**src/rtl/i2c_slave_pkg.sv**
```systemverilog
// i2c_slave_pkg: FSM encoding, bus constants and pointer helper shared by the I2C target.
package i2c_slave_pkg;

  typedef enum logic [3:0] {
    S_IDLE,
    S_ADDR,
    S_ADDR_ACK,
    S_PTR,
    S_PTR_ACK,
    S_WDATA,
    S_WDATA_ACK,
    S_RDATA,
    S_RDATA_ACK,
    S_IGNORE
  } state_t;

  localparam logic ACK  = 1'b0;
  localparam logic NACK = 1'b1;

  localparam int BITS_PER_BYTE = 8;

  function automatic logic [4:0] ptr_wrap(input logic [4:0] ptr, input logic [4:0] n);
    return (ptr >= n - 5'd1) ? 5'd0 : ptr + 5'd1;
  endfunction

endpackage

```
**src/rtl/i2c_bus_monitor.sv**
```systemverilog
// i2c_bus_monitor: synchronises SCL/SDA and reports SCL edges plus START/STOP conditions.
// Defining I2C_GLITCH_FILTER_EN inserts a 3-sample majority filter after the synchronisers.
module i2c_bus_monitor #(
  parameter int SYNC_STAGES = 2
) (
  input  logic clk,
  input  logic rst,
  input  logic scl_in,
  input  logic sda_in,
  output logic scl_rise,
  output logic scl_fall,
  output logic sda_s,
  output logic start_det,
  output logic stop_det
);

  logic [SYNC_STAGES-1:0] scl_sync;
  logic [SYNC_STAGES-1:0] sda_sync;
  logic                   scl_c;
  logic                   sda_c;
  logic                   scl_d;
  logic                   sda_d;

  // Idle bus level is high, so flops reset high to avoid a phantom edge after reset.
  always_ff @(posedge clk or posedge rst) begin
    if (rst) begin
      scl_sync <= '1;
      sda_sync <= '1;
    end else begin
      scl_sync <= {scl_sync[SYNC_STAGES-2:0], scl_in};
      sda_sync <= {sda_sync[SYNC_STAGES-2:0], sda_in};
    end
  end

`ifdef I2C_GLITCH_FILTER_EN
  logic [2:0] scl_f;
  logic [2:0] sda_f;

  always_ff @(posedge clk or posedge rst) begin
    if (rst) begin
      scl_f <= '1;
      sda_f <= '1;
    end else begin
      scl_f <= {scl_f[1:0], scl_sync[SYNC_STAGES-1]};
      sda_f <= {sda_f[1:0], sda_sync[SYNC_STAGES-1]};
    end
  end

  assign scl_c = (scl_f[0] & scl_f[1]) | (scl_f[0] & scl_f[2]) | (scl_f[1] & scl_f[2]);
  assign sda_c = (sda_f[0] & sda_f[1]) | (sda_f[0] & sda_f[2]) | (sda_f[1] & sda_f[2]);
`else
  assign scl_c = scl_sync[SYNC_STAGES-1];
  assign sda_c = sda_sync[SYNC_STAGES-1];
`endif

  always_ff @(posedge clk or posedge rst) begin
    if (rst) begin
      scl_d <= 1'b1;
      sda_d <= 1'b1;
    end else begin
      scl_d <= scl_c;
      sda_d <= sda_c;
    end
  end

  assign scl_rise  = scl_c & ~scl_d;
  assign scl_fall  = ~scl_c & scl_d;
  assign sda_s     = sda_c;
  assign start_det = scl_c & scl_d & sda_d & ~sda_c;
  assign stop_det  = scl_c & scl_d & ~sda_d & sda_c;

endmodule

```
**src/rtl/i2c_slave_regfile.sv**
```systemverilog
// i2c_slave_regfile: oversampled I2C target with pointer, auto-increment, reads and N_REGS registers.
// Build option I2C_GLITCH_FILTER_EN enables the input majority filter in i2c_bus_monitor.
//
// state     | meaning
// IDLE      | bus free, waiting for START
// ADDR      | shifting target address + R/W
// ADDR_ACK  | driving ACK for matched address
// PTR       | shifting register pointer byte
// PTR_ACK   | driving ACK for pointer byte
// WDATA     | shifting write data byte
// WDATA_ACK | driving ACK for write data
// RDATA     | driving read data bits on SCL falls
// RDATA_ACK | sampling controller ACK/NACK
// IGNORE    | not addressed / read ended, wait for START or STOP
module i2c_slave_regfile
  import i2c_slave_pkg::*;
#(
  parameter logic [6:0] I2C_ADDR    = 7'h2A,
  parameter int         N_REGS      = 8,
  parameter int         SYNC_STAGES = 2,
  localparam int        PTR_W       = $clog2(N_REGS)
) (
  input  logic                clk,
  input  logic                i2c_rst,
  input  logic                scl_in,
  input  logic                sda_in,
  output logic                sda_oe,
  output logic [8*N_REGS-1:0] regs_flat,
  output logic                wr_stb,
  output logic [PTR_W-1:0]    wr_addr,
  output logic                busy
);

  logic scl_rise, scl_fall, sda_s, start_det, stop_det;

  i2c_bus_monitor #(.SYNC_STAGES(SYNC_STAGES)) u_mon (
    .clk       (clk),
    .rst       (i2c_rst),
    .scl_in    (scl_in),
    .sda_in    (sda_in),
    .scl_rise  (scl_rise),
    .scl_fall  (scl_fall),
    .sda_s     (sda_s),
    .start_det (start_det),
    .stop_det  (stop_det)
  );

  state_t           state, state_nx;
  logic [3:0]       cnt, cnt_nx;
  logic [7:0]       sh, sh_nx;
  logic [PTR_W-1:0] ptr, ptr_nx, ptr_inc;
  logic             oe_nx, busy_nx, wr_en, last_bit;
  logic [7:0]       rx_byte;
  logic [7:0]       regs [N_REGS];

  always_comb begin
    state_nx = state;
    cnt_nx   = cnt;
    sh_nx    = sh;
    ptr_nx   = ptr;
    oe_nx    = sda_oe;
    busy_nx  = busy;
    wr_en    = 1'b0;
    rx_byte  = {sh[6:0], sda_s};
    last_bit = (cnt == 4'(BITS_PER_BYTE - 1));
    ptr_inc  = PTR_W'(ptr_wrap(5'(ptr), 5'(N_REGS)));
    if (stop_det) begin
      state_nx = S_IDLE;
      oe_nx    = 1'b0;
      busy_nx  = 1'b0;
    end else if (start_det) begin
      state_nx = S_ADDR;
      cnt_nx   = '0;
      oe_nx    = 1'b0;
    end else begin
      case (state)
        S_ADDR: if (scl_rise) begin
          sh_nx  = rx_byte;
          cnt_nx = cnt + 4'd1;
          if (last_bit) begin
            cnt_nx = '0;
            if (rx_byte[7:1] == I2C_ADDR) begin
              state_nx = S_ADDR_ACK;
              busy_nx  = 1'b1;
            end else begin
              state_nx = S_IGNORE;
              busy_nx  = 1'b0;
            end
          end
        end
        S_ADDR_ACK: begin
          if (scl_fall) oe_nx = ~ACK;
          else if (scl_rise) begin
            // sh[0] still holds the R/W bit of the address byte
            if (sh[0]) begin
              sh_nx    = regs[ptr];
              state_nx = S_RDATA;
            end else begin
              state_nx = S_PTR;
            end
          end
        end
        S_PTR, S_WDATA: begin
          if (scl_fall) oe_nx = 1'b0;
          else if (scl_rise) begin
            sh_nx  = rx_byte;
            cnt_nx = cnt + 4'd1;
            if (last_bit) begin
              cnt_nx = '0;
              if (state == S_PTR) begin
                ptr_nx   = rx_byte[PTR_W-1:0];
                state_nx = S_PTR_ACK;
              end else begin
                wr_en    = 1'b1;
                ptr_nx   = ptr_inc;
                state_nx = S_WDATA_ACK;
              end
            end
          end
        end
        S_PTR_ACK, S_WDATA_ACK: begin
          if (scl_fall) oe_nx = ~ACK;
          else if (scl_rise) state_nx = S_WDATA;
        end
        S_RDATA: if (scl_fall) begin
          if (cnt == 4'(BITS_PER_BYTE)) begin
            oe_nx    = 1'b0;
            cnt_nx   = '0;
            state_nx = S_RDATA_ACK;
          end else begin
            oe_nx  = ~sh[7];
            sh_nx  = {sh[6:0], 1'b0};
            cnt_nx = cnt + 4'd1;
          end
        end
        S_RDATA_ACK: if (scl_rise) begin
          if (sda_s == ACK) begin
            ptr_nx   = ptr_inc;
            sh_nx    = regs[ptr_inc];
            state_nx = S_RDATA;
          end else begin
            state_nx = S_IGNORE;
          end
        end
        default: ;
      endcase
    end
  end

  always_ff @(posedge clk or posedge i2c_rst) begin
    if (i2c_rst) begin
      state   <= S_IDLE;
      cnt     <= '0;
      sh      <= '0;
      ptr     <= '0;
      sda_oe  <= 1'b0;
      busy    <= 1'b0;
      wr_stb  <= 1'b0;
      wr_addr <= '0;
    end else begin
      state  <= state_nx;
      cnt    <= cnt_nx;
      sh     <= sh_nx;
      ptr    <= ptr_nx;
      sda_oe <= oe_nx;
      busy   <= busy_nx;
      wr_stb <= wr_en;
      if (wr_en) wr_addr <= ptr;
    end
  end

  always_ff @(posedge clk or posedge i2c_rst) begin
    if (i2c_rst) begin
      for (int k = 0; k < N_REGS; k++) regs[k] <= '0;
    end else if (wr_en) begin
      regs[ptr] <= rx_byte;
    end
  end

  for (genvar k = 0; k < N_REGS; k++) begin : g_flat
    assign regs_flat[8*k +: 8] = regs[k];
  end

endmodule

```
**config.mk**
```make
export PLATFORM = sky130hd
export DESIGN_NAME = i2c_slave_regfile
export DESIGN_NICKNAME = d
export VERILOG_FILES = /design/src/rtl/i2c_slave_pkg.sv /design/src/rtl/i2c_bus_monitor.sv /design/src/rtl/i2c_slave_regfile.sv
export SDC_FILE = /design/constraint.sdc
export NUM_CORES = 1
export LEC_CHECK = 0
export BUFFER_PORTS_ARGS = -buffer_cell sky130_fd_sc_hd__buf_2
export CORE_MARGIN = 5
export CORE_UTILIZATION = 60
export CTS_CLUSTER_SIZE = 8
export DETAILED_ROUTE_END_ITERATION = 6
export GPL_TIMING_DRIVEN = 0
export PLACE_DENSITY_LB_ADDON = 0.25
export SLEW_MARGIN = 5
export SYNTH_ARGS = -nofsm -noshare
export SYNTH_HDL_FRONTEND = slang
export SYNTH_SLANG_ARGS = --single-unit
```
**constraint.sdc**
```tcl
create_clock -name clk -period 4.77 [get_ports clk]
set_clock_uncertainty 0.15 [all_clocks]
set_input_delay 0.477 -clock clk [delete_from_list [all_inputs] [get_ports clk]]
set_output_delay 0.477 -clock clk [all_outputs]
set_load 0.05 [all_outputs]
```
# Word-level counts from Yosys, hierarchy flattened

Cells that the tools add are included.

Bits in registers: 95
Word-level logic and storage cells: 173
Output and inout bits: 70

Equal/unequal tests: 38
$add $sub $neg: 2
Magnitude comparators: 4
Bitwise operators: 16
Reductions and logical operators: 19
Muxes and demuxes: 73

Operators with widths:

| cell                                           | count |
|---|---|
| 2-to-1 mux 8 bit                               | 14 |
| 2-to-1 mux 4 bit                               | 22 |
| bitwise mux 64 bit                             | 1 |
| inequality test 4 bit (second input constant)  | 13 |
| binary-select mux 8 bit (select 3 bit)         | 2 |
| one-hot mux 8 bit (5 select lines)             | 1 |
| demux 8 bit (select 3 bit)                     | 1 |
| 2-to-1 mux 3 bit                               | 8 |
| one-hot mux 4 bit (6 select lines)             | 1 |
| == test 4 x 3 -> 1 bit (second input constant) | 5 |
| inequality test 2 bit (second input constant)  | 10 |
| 2-to-1 mux 1 bit                               | 19 |
| AND reduction 13 bit                           | 1 |
| one-hot mux 4 bit (3 select lines)             | 1 |
| AND reduction 4 bit                            | 3 |
| AND reduction 11 bit                           | 1 |
| AND reduction 10 bit                           | 1 |
| nonzero test 5 bit                             | 2 |
| == test 4 x 2 -> 1 bit (second input constant) | 2 |
| == test 4 bit (second input constant)          | 2 |
| >= comparator 4 bit (second input constant)    | 2 |
| inverter 3 -> 4 bit                            | 2 |
| AND reduction 8 bit                            | 1 |
| nonzero test 2 bit                             | 4 |
| other kinds (19)                               | 33 |

# Logic depth before layout (Yosys ltp)

Word-level depth: 9
Mapped depth: 10
Mapped depth without buffers: 8

# Hierarchy

Synthesis repeated with hierarchy kept, for this count alone.

Cell total of the unflattened synthesis: 476
Area, all modules: 5405.2 µm²

By module, submodules not included:

| module            | seq. area each (µm²) | cells each | instances | area an instance (µm²) |
|---|---|---|---|---|
| i2c_slave_regfile | 2227.1               | 465        | 1         | 5211.2 |
| i2c_bus_monitor   | 157.7                | 11         | 1         | 193.9 |

# Least setup slack after synthesis

OpenSTA, ideal clock, no wires.

Path type: register -> register
Start: reg ptr[0]
End: reg sh[1]
Data arrival time: 2.174 ns
Path slack: 2.318 ns
Cell stages (with the launch flop): 10
Period minus slack after synthesis: 2.452 ns
Library setup time: 0.128 ns
Cells stage by stage: dfrtp_1 ha_1 ha_1 nand2b_1 buf_6 nor2_2 mux2_2 o21ai_0 a31oi_1 mux2_1

Longest elaborated chain between the ends: 9
Elaborated cells between the ends (all ways): 17
Those cells by class: 1 x add/sub; 1 x order compare; 13 x mux; 2 x bitwise

Ends and longest elaborated chain:

| what                                                               | RTL line                 | source |
|---|---|---|
| start: declaration                                                 | i2c_slave_regfile.sv:51  | `logic [PTR_W-1:0] ptr, ptr_nx, ptr_inc;` |
| start signal: assignment                                           | i2c_slave_regfile.sv:164 | `ptr <= ptr_nx;` |
| adder 3 x 1 -> 3 bit / >= comparator 3 bit (equally long branches) | i2c_slave_pkg.sv:23      | `return (ptr >= n - 5'd1) ? 5'd0 : ptr + 5'd1;` |
| 2-to-1 mux 3 bit                                                   | i2c_slave_pkg.sv:23      |  |
| inverter 3 -> 4 bit (implied by the code)                          | i2c_slave_regfile.sv:139 | `sh_nx = regs[ptr_inc];` |
| binary-select mux 8 bit (select 3 bit)                             | i2c_slave_regfile.sv:139 |  |
| 2-to-1 mux 8 bit (implied by the code) (2 in a row)                | i2c_slave_regfile.sv:139 |  |
| 2-to-1 mux 8 bit                                                   | i2c_slave_regfile.sv:137 | `if (sda_s == ACK) begin` |
| 2-to-1 mux 8 bit                                                   | i2c_slave_regfile.sv:136 | `S_RDATA_ACK: if (scl_rise) begin` |
| one-hot mux 8 bit (5 select lines) *                               | i2c_slave_regfile.sv:76  | `case (state)` |
| end signal: assignment                                             | i2c_slave_regfile.sv:163 | `sh <= sh_nx;` |
| end: declaration                                                   | i2c_slave_regfile.sv:50  | `logic [7:0] sh, sh_nx;` |

Every way passes the cells marked *; elsewhere a longest branch is shown, timed or not. The select of a mux whose other input is x is not followed.
A chain may end at the register's enable or synchronous reset.

# Worst setup path after layout

Ends and elaborated chain as after synthesis.

==> results.json <==
{
  "min_to": "u_mon.scl_sync[0]",
  "p_switching_mw": 1.170,
  "drt-pass1-iter-count": 7,
  "syn2layout_area_growth_pct": 13.30,
  "p_sw_share_pct": 42.50,
  "numPortBuffers": 73,
  "pwr-share-comb_pct": 46.3,
  "critPathLaunchType": "register",
  "critical-path-max-stage-delay_ns": 0.43,
  "cts_max_path_buffers": 2,
  "setup_violations": 0,
  "failed_checks": "DRC",
  "outcome": "finished with violations",
  "p_per_area_mw_per_mm2": 437.0,
  "worst_path_dominant_cell_family": "multiplexers",
  "met1_usage_pct": 40.07,
  "vias": 4613,
  "grt_pass1_wl_mm": 25.21,
  "critPathCaptureType": "register",
  "synthArstFlopShare_pct": 100.0,
  "rsz0062_at_grt": "false",
  "grtUsageTotal_pct": 28.79,
  "detail-route-antenna-nets": 0,
  "initial_core_util_pct": 60.77,
  "power_mw": 2.753,
  "sequentialPowerShare_pct": 33.8,
  "rrSetupSlack_ns": 1.81,
  "clockPowerShare_pct": 19.8,
  "yosys_warnings": 0,
  "wl_mm": 15.76,
  "tightest_slew_ns": 1.081,
  "drc": 1,
  "dp_hpwl_mm": 10.78,
  "use_met3_pct": 8.197,
  "timing.rr.start": "ptr[0]",
  "path_common_cell": "ha_1",
  "yosysTopAreaCellShare_pct": 40.04,
  "timing_worst_setup_path_type": "reg -> reg",
  "synth_seq_area_share_pct": 42.88,
  "io_pins": 74,
  "place.gp.congestion": 0.9108,
  "yosys_register_bits": 95,
  "crit_path_max_fanout": 8,
  "antenna_found_initial": 0,
  "rr_worst_depth": 9,
  "cp_slowest_cell": "dfrtp_1",
  "period_share_pct": 62.12,
  "p_int_mw": 1.583,
  "yosysUniqueCellTypes": 69,
  "n_antenna_cell": 0,
  "grt.overflow.total": 0,
  "numCtsBuffers": 9,
  "postCtsSetupBuffers": 0,
  "dieArea_mm2": 0.01129,
  "path_buf_inv": 1,
  "vias_per_cell": 6.609,
  "cp.depth": 9,
  "maxCapViolCount": 0,
  "drive_above_1_share_pct": 38.67,
  "core_mm2": 0.009153,
  "synth_top_cell_by_area": "dfrtp_1",
  "final_common_cell": "dfrtp_1",
  "hold_class": "in -> reg",
  "period_needed_ns": 2.963,
  "utilization_pct": 68.84,
  "avgSynthCellArea_um2": 11.21,
  "maxSlewHeadroom_pct": 27.55,
  "hold_depth": 1,
  "grt-busiest-layer": "met2",
  "final.setup.tns_ns": 0,
  "cp_data_arrival_time_ns": 3.07,
  "crit_required_ns": 4.87,
  "cts_htree_levels": 3,
  "post_drt_wl_per_cell_um": 22.57,
  "grt_pass1_vias": 4580,
  "clk_latency_ns": 0.37,
  "maxSlewViolCount": 0,
  "hold_viol_final": 0,
  "synth_area_mm2": 0.005562,
  "r2r_end": "sh[1]",
  "worstHoldStart": "scl_in",
  "use_met2_pct": 43.57,
  "crit_chain": "ha_1, ha_1, nand2b_1, buf_6, nor2_2, mux2_2, o21ai_0, a31oi_1, mux2_1",
  "nNetsFinal": 590,
  "ir_drop_mv": 0.1790,
  "synth.area.top_cells": "dfrtp_1 (40%), mux2_2 (17%), mux2i_1 (7.2%)",
  "drtIter0Drc": 454,
  "syn_inst": 496,
  "root_buffer": "clkbuf_8",
  "clk_pin_slew_ns": 0.10,
  "synth_edf_count": 0,
  "cts_tree": "done",
  "die_h_um": 106.3,
  "rows": 35,
  "grt_max_degree": 68,
  "cts.sinks": 95,
  "fmax_mhz": 337.5,
  "die_width_um": 106.3,
  "synth_flop_cell": "dfrtp_1",
  "syn_nets": 504,
  "layout_common_cells": "dfrtp_1 (89), buf_2 (87), mux2_2 (82)",
  "leakage_nw": 3.118
}
[metal layers]
layer / part of all wire [%] / vias to the layer above
met5: 0 / -
met4: 2.8 / 0
met3: 10 / 52
met2: 45 / 269
met1: 42 / 2271
li1: - / 2021
[registers in the layout, summed over array words and instances, names as in the netlist]
signal          cells
busy                1
regs_flat          64
sda_oe              1
sh                  8
wr_stb              1
wr_addr             3
u_mon.scl_sync      2
u_mon.sda_d         1
u_mon.sda_sync      2
state               4
cnt                 4
u_mon.scl_d         1
ptr                 3
[stage by stage]
step | worst slack [ns] | hold WS, ns | cells | area [um^2]
floorplan | 1.676 | 0.1952 | 496 | 5562
global placement | 0.7559 | 0.1957 | 680 | 6066
detailed placement | 1.914 | 0.2010 | 681 | 6096
CTS | 1.884 | 0.03452 | 698 | 6301
global route | 1.726 | 0.02734 | 698 | 6301
finish | 1.807 | 0.04705 | 698 | 6301
[repair_timing]
item | 4_1_cts | 5_1_grt
resized for setup | 0 | 0
hold buffers | 1 | 0
hold endpoints to repair | 28 | 0
[cell usage after synthesis, types with 4 or more instances]
master     instances
nor3_1             6
o21ai_0           24
mux4_2             6
nor2_1            15
nand3_1           14
xor2_1             4
o22ai_1            8
mux2i_1           40
nand2b_1           9
nor2_2             5
ha_1               4
buf_2             14
buf_6              4
o2111ai_1          6
nor2b_1            7
clkbuf_1          12
o221ai_1           6
dfrtp_1           89
mux2_2            82
a21oi_1           15
dfstp_2            6
nand2_1           42
[layout make-up]
| cell class | instances | area, um^2 |
|---|---|---|
| multi-input combinational | 364 | 2979 |
| fill | 716 | 2851 |
| sequential | 95 | 2385 |
| timing repair buffer | 75 | 402.9 |
| buffer | 34 | 186.4 |
| tap | 111 | 138.9 |
| clock buffer | 10 | 127.6 |
| clock inverter | 6 | 67.56 |
| inverter | 3 | 13.76 |
[power by group through the flow]
stage	registers [mW]	clock network (mW)	logic, mW
2_1_floorplan	0.939	0	0.912
3_3_place_gp	0.940	0	1.21
3_5_place_dp	0.943	0	1.22
4_1_cts	0.928	0.552	1.24
5_1_grt	0.940	0.589	1.35
6_report	0.931	0.546	1.28
[how the worst max path moves through the flow]
stage	slack (ns)	start	to
after floorplan	1.68	i2c_rst	busy
after global placement	0.76	i2c_rst	busy
after detailed placement	1.91	ptr[0]	sh[1]
after CTS	1.88	ptr[0]	sh[1]
after global routing	1.73	ptr[0]	sh[1]
final	1.81	ptr[0]	sh[1]
[cells by family after synthesis]
| group | count (synthesis) | synth area share [%] |
|---|---|---|
| and+or+nand+nor | 138 | 14.69 |
| muxes | 132 | 27.11 |
| DFF | 95 | 42.88 |
| AOI/OAI and AO/OA | 86 | 10.24 |
| buffers and inverters | 37 | 3.554 |
| xor gates and xnor gates | 4 | 0.6299 |
| adders and majority gates | 4 | 0.8999 |
No activity file was read; power rests on OpenSTA's default activity.
